File: config.mk
export PLATFORM = sky130hd
export DESIGN_NAME = if_fetch_unit
export DESIGN_NICKNAME = d
export VERILOG_FILES = /design/src/rtl/if_fetch_unit.sv
export SDC_FILE = /design/constraint.sdc
export NUM_CORES = 2
export LEC_CHECK = 0
export CORE_MARGIN = 8
export CORE_UTILIZATION = 42
export DETAILED_ROUTE_END_ITERATION = 7
export PLACE_DENSITY_LB_ADDON = 0.08
export REMOVE_ABC_BUFFERS = 1
export SYNTH_ARGS = -nofsm -noshare
export SYNTH_HDL_FRONTEND = slang
export SYNTH_SLANG_ARGS = --single-unit
File: constraint.sdc
create_clock -name clk_in -period 9.95 [get_ports clk_in]
set_input_delay 0.995 -clock clk_in [delete_from_list [all_inputs] [get_ports clk_in]]
set_output_delay 0.995 -clock clk_in [all_outputs]
set_load 0.05 [all_outputs]
File: src/rtl/if_fetch_unit.sv
// if_fetch_unit: instruction-fetch stage with PC, direct-mapped one-word-per-line I-cache and memory refill FSM.
// Ports:
//   clk_in, rst_in (async, active-high)       clock and reset
//   stall                                      chip stall, holds PC and FSM
//   branch_taken, branch_target                one-cycle redirect from EX
//   mem_req, mem_addr, mem_ready, mem_rdata    word fetch handshake to the memory controller
//   if_pc, if_ins                              PC/instruction to IF/ID (0 / NOP_INS on bubbles)
//   if_stall_req                               asserted while no instruction is available
module if_fetch_unit #(
    parameter logic [31:0] RESET_PC     = 32'h00000000,
    parameter int          ICACHE_LINES = 64,
    parameter logic [31:0] NOP_INS      = 32'h00000013
) (
    input  logic        clk_in,
    input  logic        rst_in,
    input  logic        stall,
    input  logic        branch_taken,
    input  logic [31:0] branch_target,
    output logic        mem_req,
    output logic [31:0] mem_addr,
    input  logic        mem_ready,
    input  logic [31:0] mem_rdata,
    output logic [31:0] if_pc,
    output logic [31:0] if_ins,
    output logic        if_stall_req
);
    localparam int IDX = $clog2(ICACHE_LINES);
    localparam int TW  = 30 - IDX;

    typedef enum logic {IDLE, WAIT_MEM} state_t;

    state_t                  r_state;
    logic [31:0]             r_pc;
    logic [31:0]             r_mem_addr;
    logic                    r_mem_req;
    logic [ICACHE_LINES-1:0] r_valid;
    logic [TW-1:0]           r_tag  [ICACHE_LINES];
    logic [31:0]             r_data [ICACHE_LINES];

    logic [IDX-1:0] w_idx;
    logic [IDX-1:0] w_fidx;
    logic           w_hit;
    logic           w_fill;
    logic [31:0]    w_target;

    assign w_idx    = r_pc[IDX+1:2];
    assign w_fidx   = r_mem_addr[IDX+1:2];
    assign w_hit    = r_state == IDLE && r_valid[w_idx] && r_tag[w_idx] == r_pc[31:IDX+2];
    // The refill completes even when stalled or redirected: the data is correct for mem_addr.
    assign w_fill   = r_state == WAIT_MEM && mem_ready;
    assign w_target = branch_target & 32'hFFFF_FFFC;

    assign mem_req      = r_mem_req;
    assign mem_addr     = r_mem_addr;
    // A redirect cycle is always a bubble but must not ask the stall controller to freeze EX.
    assign if_pc        = w_hit && !branch_taken ? r_pc : 32'd0;
    assign if_ins       = w_hit && !branch_taken ? r_data[w_idx] : NOP_INS;
    assign if_stall_req = !branch_taken && !w_hit;

    // Tag and data arrays need no reset; the valid bits gate them.
    always_ff @(posedge clk_in) begin
        if (w_fill) begin
            r_tag[w_fidx]  <= r_mem_addr[31:IDX+2];
            r_data[w_fidx] <= mem_rdata;
        end
    end

    always_ff @(posedge clk_in or posedge rst_in) begin
        if (rst_in) begin
            r_state    <= IDLE;
            r_pc       <= RESET_PC;
            r_valid    <= '0;
            r_mem_req  <= 1'b0;
            r_mem_addr <= 32'd0;
        end else if (r_state == IDLE) begin
            if (branch_taken) begin
                r_pc <= w_target;
            end else if (!stall) begin
                if (w_hit) begin
                    r_pc <= r_pc + 32'd4;
                end else begin
                    r_mem_req  <= 1'b1;
                    r_mem_addr <= {r_pc[31:2], 2'b00};
                    r_state    <= WAIT_MEM;
                end
            end
        end else begin
            // The in-flight request is never cancelled; a redirect only moves the PC,
            // and the next IDLE cycle re-evaluates hit against the new PC.
            if (branch_taken)
                r_pc <= w_target;
            if (mem_ready) begin
                r_valid[w_fidx] <= 1'b1;
                r_mem_req       <= 1'b0;
                r_state         <= IDLE;
            end
        end
    end
endmodule

==> flow_metrics.tcl <==
set metrics [dict create \
    die-area_um2 361000 \
    place_inst 10700 \
    rsz0062_at_grt "no" \
    die_h_um 601 \
    reg2reg_from "r_pc[3]$_DFFE_PP0P_" \
    portBuffers 160 \
    drc 0 \
    cp-end-kind "output port" \
    cts_repair_resize_count 0 \
    drt-total-wl_mm 439 \
    setup_viol 0 \
    fmax_mhz 116 \
    tightest_slew_ns 1.48 \
    drive_above_1_share_pct 29.5 \
    crit_start "r_pc[3]$_DFFE_PP0P_" \
    syn_area_um2 144000 \
    tns_ns 0 \
    p_switching_mw 8.65 \
    pwr-share-comb_pct 9.7 \
    gr-total-overflow 0 \
    path_cells "buf_4, buf_12, mux4_2, nand2_1, a32oi_1, o21ai_0, o2bb2ai_1, xor2_1, a2111oi_2, nand4_1, buf_4, nor3_2, buf_12, and2_1, clkdlybuf4s50_1" \
    maxCapViolCount 0 \
    maxSlewHeadroom_pct 1.50 \
    finalInstanceArea_um2 164000 \
    fin_nets 6670 \
    cts.sinks 3710 \
    synthFlopType "edfxtp_1" \
    vias_per_cell 6.12 \
    final_cell_mix "3584 x edfxtp_1, 983 x mux4_2, 402 x clkbuf_16" \
    antenna_found_initial 15 \
    cp.required_ns 8.96 \
    synth_top_area_share_pct 74.9 \
    switching_share_pct 23.9 \
    slew_violations 0 \
    numCtsBuffers 396 \
    post_cts_buffers 0 \
    ys_types 95 \
    cp_max_fo 139 \
    gr-usage-all-layers_pct 23.8 \
    seqCellArea_um2 111000 \
    p_seq_share_pct 50.3 \
    cp_slowest_cell "clkdlybuf4s50_1" \
    holdCritPathClass "reg -> reg" \
    synth_warnings 0 \
    cts_tree "yes" \
    htreeDepth 5 \
    crit_type "reg -> out" \
    layout_commonest_cell "edfxtp_1" \
    hp-start "r_valid[40]$_DFFE_PP0P_" \
    synth-seq-cells 3710 \
    cts_root_buf "clkbuf_16" \
    grt_pass1_wl_mm 600 \
    power_density_nw_per_um2 221 \
    postRouteAntennaNets 0 \
    finalPower_mw 36.2 \
    synth_cells 6172 \
    startpoint_type "flop" \
    place_ws_ns 2.34 \
    clock_latency_ns 0.96 \
    fillCellCount 27700 \
    grt_pass1_vias 70900 \
    intPower_mw 27.6 \
    critPathTopFamily "buffers and inverters" \
    synth_edf_count 3584 \
    ys_async_sr_fraction_pct 3.40 \
    fin_cells 11500 \
    syn2layout_area_growth_pct 14.1 \
    core_area_um2 340000 \
    critPathBufInv 5 \
    status "complete, no violations" \
    cts_buffer_depth 4 \
    drt_iter0_drc 8211 \
    dp_hpwl_mm 228 \
    clkPwrFrac_pct 40.0 \
    grt_max_degree 140 \
    timing.final.crit_share_pct 86.6 \
    vdd_drop_max_v 0.000150 \
    leakagePower_nw 51.3 \
    rows 214 \
    setup_ws_ns 1.34 \
    hold_viol 0 \
    vias 70100 \
    ys_seq_area_share_pct 77.1 \
    syn_area_per_cell_um2 23.3 \
    fin_worst_skew_ns 0.0455 \
    arrival_ns 7.62 \
    gp_congestion 0.781 \
    clkSlewWorstSetupHoldPaths_ns 0.06 \
    synth_area_leaders "edfxtp_1 75%, mux4_2 15%, dfrtp_1 2.2%, mux2i_1 0.98%, mux4_1 0.88%" \
    avgRoutedWirePerCell_um 38.3 \
    fin_util_pct 48.2 \
    multi_input_area_um2 31200 \
    place_area_um2 151000 \
    die_w_um 601 \
    initial_utilization_pct 42.3 \
    drtPass1Iterations 7 \
    io_pins 167 \
    max_stage_delay_ns 0.81 \
    fin_hold_ws_ns 0.463 \
    yosys.area.top_type "edfxtp_1" \
    hold_buffers 0 \
    period_needed_ns 8.61 \
]
==> Yosys cell counts (all sizes together), types with 26 or more instances <==
library cell and count:
edfxtp 3584, nand3 40, and2 54, clkbuf 186
or2 69, nor4 27, a22oi 43, a21oi 57
nor2 119, mux2i 140, buf 166, o22ai 26
mux2 39, nand2 86, dfrtp 126, o21ai 45
mux4 1031
==> logic make-up (layout without fill, tap and decap cells) <==
kind of cell / after synthesis / in the layout / share of synthesized area, %
DFF: 3710 / 3710 / 77.1
xor gates and xnor gates: 11 / 11 / 0.0670
other: 1 / 13 / 0.00261
adders and majority gates: 1 / 1 / 0.00871
and+or+nand+nor: 523 / 523 / 1.97
AOI/OAI and AO/OA: 345 / 345 / 1.75
buffers and inverters: 371 / 1114 / 1.55
muxes: 1210 / 1210 / 17.6
==> power by group through the flow <==
stage	sequential [mW]	combinational [mW]	clock, mW
floorplan	18.9	4.09	0
global placement	18.5	3.52	0
detailed placement	18.5	3.56	0
CTS	18.2	3.57	14.8
global route	18.2	3.71	15.3
finish	18.2	3.53	14.5
==> sequential cells by signal, summed over array words and instances (netlist names) <==
| name | flops |
|---|---|
| r_valid | 64 |
| r_pc | 30 |
| r_tag | 1536 |
| r_state | 1 |
| mem_addr | 30 |
| mem_req | 1 |
| r_data | 2048 |
==> path summary, 6_finish.rpt <==
kind                                            end  slack (ns)  cells past startpoint
min reg2reg                 r_valid[40]$_DFFE_PP0P_        0.46                      1
max reg2reg                 mem_addr[5]$_DFFE_PP0P_        3.79                     14
max                                      if_ins[18]        1.34                     15
min in group asynchronous  mem_addr[15]$_DFFE_PP0P_        0.54                      2
max in group asynchronous  mem_addr[17]$_DFFE_PP0P_        7.82                      3
min                         r_valid[40]$_DFFE_PP0P_        0.46                      1
==> per-layer routing <==
layer  up-vias  part of all wire [%]  GRT usage (%)
met5         -                0.0080              0
met4         6                   2.2           5.11
met3       524                   6.4           3.81
met2      2723                    48           38.8
met1     39400                    43           34.2
li1      27400                     -              -
==> layout make-up <==
cell class | instances | area share [%]
Inverter | 18 | 0.0519
Tap cell | 4536 | 3.46
Clock buffer | 515 | 6.47
Sequential cell | 3710 | 67.6
Antenna cell | 9 | 0.0137
Timing Repair Buffer | 380 | 2.18
Clock inverter | 201 | 1.21
Multi-Input combinational cell | 2094 | 19.0
Note: power is estimated with default switching activity, not from simulation.
